===== config.mk =====
export PLATFORM = sky130hd
export DESIGN_NAME = cm163_down_counter_slice_flat
export DESIGN_NICKNAME = d
export VERILOG_FILES = /design/src/rtl/cm163_down_counter_slice_if.sv /design/src/rtl/cm163_down_counter_slice.sv /design/src/flat_wrapper.sv
export SDC_FILE = /design/constraint.sdc
export NUM_CORES = 1
export LEC_CHECK = 0
export ABC_AREA = 0
export BUFFER_PORTS_ARGS = -buffer_cell sky130_fd_sc_hd__buf_4
export CORE_AREA = 2 2 39 41
export CTS_CLUSTER_SIZE = 20
export DETAILED_ROUTE_END_ITERATION = 7
export DIE_AREA = 0 0 41 43
export SLEW_MARGIN = 25
export SYNTH_ARGS = -nofsm -noshare
export SYNTH_HDL_FRONTEND = slang
export SYNTH_SLANG_ARGS = --single-unit

===== constraint.sdc =====
create_clock -name clk_pad -period 3.55 [get_ports clk_pad]
set_input_delay 0.355 -clock clk_pad [delete_from_list [all_inputs] [get_ports clk_pad]]
set_output_delay 0.355 -clock clk_pad [all_outputs]
set_load 0.1 [all_outputs]

===== src/rtl/cm163_down_counter_slice_if.sv =====
// rtl/cm163_down_counter_slice_if.sv - control/data bundle of one cascadable down-counter slice
interface cm163_down_counter_slice_if #(
    parameter int WIDTH = 4
);
    logic             ld_n_pad;
    logic             en_p_pad;
    logic             en_t_pad;
    logic [WIDTH-1:0] d_pad;
    logic [WIDTH-1:0] q_pad;
    logic             bo_pad;
    logic             uf_pad;
    logic             busy_pad;

    modport master (
        output ld_n_pad, en_p_pad, en_t_pad, d_pad,
        input  q_pad, bo_pad, uf_pad, busy_pad
    );

    modport slave (
        input  ld_n_pad, en_p_pad, en_t_pad, d_pad,
        output q_pad, bo_pad, uf_pad, busy_pad
    );
endinterface


===== src/rtl/cm163_down_counter_slice.sv =====
// rtl/cm163_down_counter_slice.sv - loadable synchronous down-counter slice with borrow lookahead
module cm163_down_counter_slice #(
    parameter int WIDTH     = 4,
    parameter int RESET_VAL = 0
) (
    input  logic                   clk_pad,
    input  logic                   rst_n_pad,
    cm163_down_counter_slice_if.slave cnt
);
    localparam logic [WIDTH-1:0] RESET_Q = WIDTH'(RESET_VAL);
    localparam logic [WIDTH-1:0] ONE     = WIDTH'(1);

    logic [WIDTH-1:0] q_r;
    logic [WIDTH-1:0] q_next;
    logic             uf_r;
    logic             uf_next;
    logic             busy_r;
    logic             zero;
    logic             count_en;

    assign zero     = (q_r == '0);
    assign count_en = cnt.ld_n_pad & cnt.en_p_pad & cnt.en_t_pad;

    always_comb begin
        q_next  = q_r;
        uf_next = 1'b0;
        if (!cnt.ld_n_pad) begin
            q_next = cnt.d_pad;
        end else if (count_en) begin
            q_next  = q_r - ONE;
            uf_next = zero;
        end
    end

    // busy is registered from the next value so it never glitches with q.
    always_ff @(posedge clk_pad) begin
        if (!rst_n_pad) begin
            q_r    <= RESET_Q;
            uf_r   <= 1'b0;
            busy_r <= (RESET_Q != '0);
        end else begin
            q_r    <= q_next;
            uf_r   <= uf_next;
            busy_r <= (q_next != '0);
        end
    end

    // Borrow lookahead ignores en_p and ld_n so a chain settles without rippling through P.
    assign cnt.bo_pad   = cnt.en_t_pad & zero;
    assign cnt.q_pad    = q_r;
    assign cnt.uf_pad   = uf_r;
    assign cnt.busy_pad = busy_r;
endmodule


===== src/flat_wrapper.sv =====
// flat-port wrapper written by rule: the top's interface ports become plain ports
module cm163_down_counter_slice_flat 
#(
    parameter int WIDTH     = 4,
    parameter int RESET_VAL = 0
)
  (clk_pad, rst_n_pad, cnt_ld_n_pad, cnt_en_p_pad, cnt_en_t_pad, cnt_d_pad, cnt_q_pad, cnt_bo_pad, cnt_uf_pad, cnt_busy_pad);
  cm163_down_counter_slice_if #(.WIDTH(WIDTH)) cnt_i ();
  input  logic clk_pad;
  input  logic rst_n_pad;
  input wire logic [$bits(cnt_i.ld_n_pad)-1:0] cnt_ld_n_pad;
  input wire logic [$bits(cnt_i.en_p_pad)-1:0] cnt_en_p_pad;
  input wire logic [$bits(cnt_i.en_t_pad)-1:0] cnt_en_t_pad;
  input wire logic [$bits(cnt_i.d_pad)-1:0] cnt_d_pad;
  output wire logic [$bits(cnt_i.q_pad)-1:0] cnt_q_pad;
  output wire logic [$bits(cnt_i.bo_pad)-1:0] cnt_bo_pad;
  output wire logic [$bits(cnt_i.uf_pad)-1:0] cnt_uf_pad;
  output wire logic [$bits(cnt_i.busy_pad)-1:0] cnt_busy_pad;
  assign cnt_i.ld_n_pad = cnt_ld_n_pad;
  assign cnt_i.en_p_pad = cnt_en_p_pad;
  assign cnt_i.en_t_pad = cnt_en_t_pad;
  assign cnt_i.d_pad = cnt_d_pad;
  assign cnt_q_pad = cnt_i.q_pad;
  assign cnt_bo_pad = cnt_i.bo_pad;
  assign cnt_uf_pad = cnt_i.uf_pad;
  assign cnt_busy_pad = cnt_i.busy_pad;
  cm163_down_counter_slice #(.WIDTH(WIDTH), .RESET_VAL(RESET_VAL)) u_core (.clk_pad(clk_pad), .rst_n_pad(rst_n_pad), .cnt(cnt_i));
endmodule

Word level (Yosys, flattened, before mapping)

Index checks and enable logic that the tools add are counted.

Register bits after elaboration: 6
Bits of input ports: 9
Output and inout bits: 7
Logic and storage cells: 12

Add/subtract/negate cells: 1
Mux-type cells: 2
Bitwise logic cells: 3
Reductions and logical operators: 3

Operators by type and width:

| kind                  | count |
|---|---|
| $mux W4               | 2 |
| $logic_not A4 Y1      | 1 |
| $reduce_bool A4 Y1    | 1 |
| $sub A4 B1 Y4 const B | 1 |
| $and A1 B1 Y1         | 3 |
| $reduce_and A3 Y1     | 1 |

Logic depth before layout (Yosys ltp)

Depth after elaboration: 5
Gate-level depth with buffers: 6
Depth with buffers taken out: 6

Least setup slack after synthesis

No wires, ideal clock.

Path type: reg2reg
From: register u_core.q_r[0] (netlist: u_core.cnt.q_pad[0])
To: register u_core.busy_r (netlist: u_core.cnt.busy_pad)
Library setup time: 0.134 ns
Data arrival time: 2.159 ns
Required time: 3.416 ns
Setup slack: 1.257 ns
Cell stages (with the launch flop): 7
Buffers on the path: 0
Period minus slack after synthesis: 2.293 ns
Path through: dfxtp_1 inv_1 ha_1 nand3_1 xor2_1 a21oi_1 or4_1

Word-level cells in the longest chain between the ends: 4

RTL lines:

| item                   | RTL line                       | text |
|---|---|---|
| start, declared        | cm163_down_counter_slice.sv:13 | `logic [WIDTH-1:0] q_r;` |
| start signal, assigned | cm163_down_counter_slice.sv:42 | `q_r <= q_next;` |
| $sub A4 B1 Y4          | cm163_down_counter_slice.sv:30 | `q_next = q_r - ONE;` |
| $mux W4 *              | cm163_down_counter_slice.sv:29 | `end else if (count_en) begin` |
| $mux W4 *              | cm163_down_counter_slice.sv:27 | `if (!cnt.ld_n_pad) begin` |
| $reduce_bool A4 Y1 *   | cm163_down_counter_slice.sv:44 | `busy_r <= (q_next != '0);` |
| end signal, assigned   | cm163_down_counter_slice.sv:40 | `busy_r <= (RESET_Q != '0);` |
| end signal, assigned   | cm163_down_counter_slice.sv:44 |  |
| end, declared          | cm163_down_counter_slice.sv:17 | `logic busy_r;` |

Mark *: on every way between the ends. The rest lies on a longest branch, timed or not.
A chain may end at the register's enable or synchronous reset.

Worst setup path after layout

From: register u_core.q_r[0] (netlist: u_core.cnt.q_pad[0])
To: output cnt_bo_pad

Word-level cells in the longest chain between the ends: 2

RTL lines:

| item             | RTL line                       | text |
|---|---|---|
| $logic_not A4 Y1 | cm163_down_counter_slice.sv:21 | `assign zero = (q_r == '0);` |
| $and A1 B1 Y1    | cm163_down_counter_slice.sv:49 | `assign cnt.bo_pad = cnt.en_t_pad & zero;` |
| end, declared    | flat_wrapper.sv:16             | `output wire logic [$bits(cnt_i.bo_pad)-1:0] cnt_bo_pad;` |

Every way passes these cells.

==> flow_metrics.env <==
export IMPL_synth_area_leaders="dfxtp_1, a31oi_1, and4bb_2, ha_1, or3_1"
export IMPL_grt_max_degree=11
export IMPL_overflow=0
export IMPL_hold_viol_final=0
export IMPL_slowest_delay_ns=0.35
export IMPL_path_clk_slew_ns=0.04
export IMPL_wl_per_cell_um=10.2
export IMPL_dr_total_vias=295
export IMPL_critical_path_required_ns=3.19
export IMPL_power_density_nw_per_um2=510
export IMPL_pin_count=16
export IMPL_tritoncts="done"
export IMPL_yosys_area_top_type_share_pct=41.0
export IMPL_diodes=0
export IMPL_crit_cells=4
export IMPL_ys_warn_count=0
export IMPL_fin_worst_skew_ns=0.000886
export IMPL_critPathBufInv=2
export IMPL_antenna_found_initial=0
export IMPL_cts_sinks=6
export IMPL_whs_ns=0.384
export IMPL_final_util_pct=31.6
export IMPL_timing_setup_tns_ns=0
export IMPL_synth_seq_area_share_pct=41.0
export IMPL_vias_per_cell=4.54
export IMPL_place_congestion=0.782
export IMPL_slew_violations=0
export IMPL_p_leak_nw=0.192
export IMPL_hp_start="cnt_ld_n_pad"
export IMPL_drt_iter0_markers=6
export IMPL_status="finished clean"
export IMPL_yosysTopAreaCell="dfxtp_1"
export IMPL_cap_violations=0
export IMPL_finalCritPeriodShare_pct=48.5
export IMPL_ys_types=21
export IMPL_holdPathStages=2
export IMPL_groute_usage_overall_pct=9.85
export IMPL_crit_slowest_cell="dfxtp_1"
export IMPL_htree_num_levels=1
export IMPL_cp_data_arrival_time_ns=1.37
export IMPL_hpwl_um=528
export IMPL_synthToLayoutAreaGrowth_pct=49.1
export IMPL_cts_root_buf="clkbuf_4"
export IMPL_crit_path_max_fanout=3
export IMPL_drtAntennaViolNets=0
export IMPL_drc_errors=0
export IMPL_r2r_start="u_core.cnt.q_pad[0]$_SDFF_PN0_"
export IMPL_synthesis_area_um2=293
export IMPL_finalSetupViolations=0
export IMPL_post_cts_buffers=0
export IMPL_grt_pass1_wl_um=1050
export IMPL_ctsResizeCount=0
export IMPL_path_delay_family="flip-flops"
export IMPL_fp_dieH_um=43
export IMPL_worst_pin_slew_ns=0.278
export IMPL_drive_above_1_share_pct=38.8
export IMPL_start_kind="flop"
export IMPL_dp_cells=62
export IMPL_synth_xor_area_share_pct=5.98
export IMPL_crit_chain="inv_1, ha_1, and4bb_2, buf_4"
export IMPL_cp_startpoint="u_core.cnt.q_pad[0]$_SDFF_PN0_"
export IMPL_fmax_mhz=581
export IMPL_port_buffers=15
export IMPL_synth_compound_area_share_pct=13.7
export IMPL_fin_nets=61
export IMPL_coreArea_um2=1380
export IMPL_avgSynthCellArea_um2=9.15
export IMPL_fin_cells=65
export IMPL_hold_class="input port to flop"
export IMPL_numCtsBuffers=3
export IMPL_initial_core_util_pct=21.2
export IMPL_die_w_um=41
export IMPL_first_global_vias=277
export IMPL_syn_num_nets=42
export IMPL_floorplan_die_area_um2=1760
export IMPL_yosys_area_share_simple_pct=27.4
export IMPL_netlist_instances=32
export IMPL_synth_top_family_by_area="simple AND/OR/NAND/NOR gates"
export IMPL_rows=14
export IMPL_clk_latency_ns=0.24
export IMPL_postRouteWirelength_um=662
export IMPL_synth_mux_area_share_pct=0
export IMPL_post_route_min_period_ns=1.72
export IMPL_critPathKind="flop to output port"
export IMPL_end_kind="output port"
export IMPL_cts_path_max_buffers=2
export IMPL_relSlewSlack_pct=81.4
export IMPL_hold_buffers=0
export IMPL_yosys_register_bits=6
export IMPL_rsz0062_at_grt="false"
export IMPL_reg2regPathDepth=6
export IMPL_firstDrtPassIters=4
export IMPL_ir_drop_mv=0.193
export IMPL_synthAdderAreaFrac_pct=4.27
==> synthesized netlist by cell type (all sizes together) <==
cell,number
xnor2,1
or4,1
ha,1
dfxtp,6
or3,2
nand2b,1
nand4,1
nor2,1
o21ai,3
and4bb,1
inv,3
a21oi,1
nand3,2
a211oi,1
nor4b,1
a31oi,2
nand4b,1
nand2,1
xor2,1
buf,1
==> path summary, 6_finish.rpt <==
check / endpoint / slack [ns]
worst max-delay path: cnt_bo_pad / 1.83
worst min-delay path: u_core.cnt.q_pad[2]$_SDFF_PN0_ / 0.38
worst max register to register: u_core.cnt.busy_pad$_SDFF_PN0_ / 1.94
worst min register to register: u_core.cnt.uf_pad$_SDFF_PN0_ / 0.49
==> area by class of cell <==
type	instances	area, um2
inverters	3	11.3
clock buffers	3	22.5
flip-flops and latches	6	120
repair buffers	15	113
fillers	160	947
well taps	16	20.0
multi-input cells	22	150
==> flip-flops by register name, summed over array words and instances (netlist names) <==
signal	cells
u_core.cnt.uf_pad	1
u_core.cnt.busy_pad	1
u_core.cnt.q_pad	4
==> routing by layer <==
| metal | GRT usage [%] | share of wire, % |
|---|---|---|
| met2 | 12.8 | 47 |
| met1 | 9.68 | 41 |
| met4 | 8.00 | 0.60 |
| met5 | 0 | 0 |
| met3 | 7.85 | 11 |
==> placed cells by master, fill, tap and decap left out, types with 2 or more instances in the layout <==
master and n:
clkbuf_4 3, nand3_1 2, buf_4 15, or3_1 2, dfxtp_1 6, a31oi_1 2, o21ai_0 2, inv_1 3
==> worst reg2reg max path: cells and delay by family (launching register included) <==
kind                     cells  cell delay (ns)
flip-flops                   1             0.35
AO/OA/AOI/OAI                1             0.09
buffers and inverters        1             0.08
AND/OR/NAND/NOR              2             0.59
adder cells (fa/ha/maj)      1             0.22
XOR/XNOR                     1             0.14
==> metrics by stage <==
stage / worst slack, ns / power (W) / area, um2
after detailed placement: 1.94 / 0.000163 / 414
after global routing: 1.79 / 0.000239 / 437
after floorplan: 1.26 / 0.000142 / 293
after CTS: 1.82 / 0.000228 / 437
final: 1.83 / 0.000223 / 437
after global placement: 1.96 / 0.000163 / 414
==> power by group <==
| part | internal [W] | switching (W) |
|---|---|---|
| Sequential | 0.0000732 | 0.00000425 |
| Combinational | 0.0000230 | 0.0000611 |
| Clock | 0.0000381 | 0.0000231 |
| Total | 0.000134 | 0.0000884 |
==> kinds of logic after synthesis <==
group / after synthesis
DFF: 6
and+or+nand+nor: 12
AOI/OAI and AO/OA: 7
xor gates and xnor gates: 2
buffers and inverters: 4
adders and majority gates: 1
Note: power is estimated with default switching activity, not from simulation.
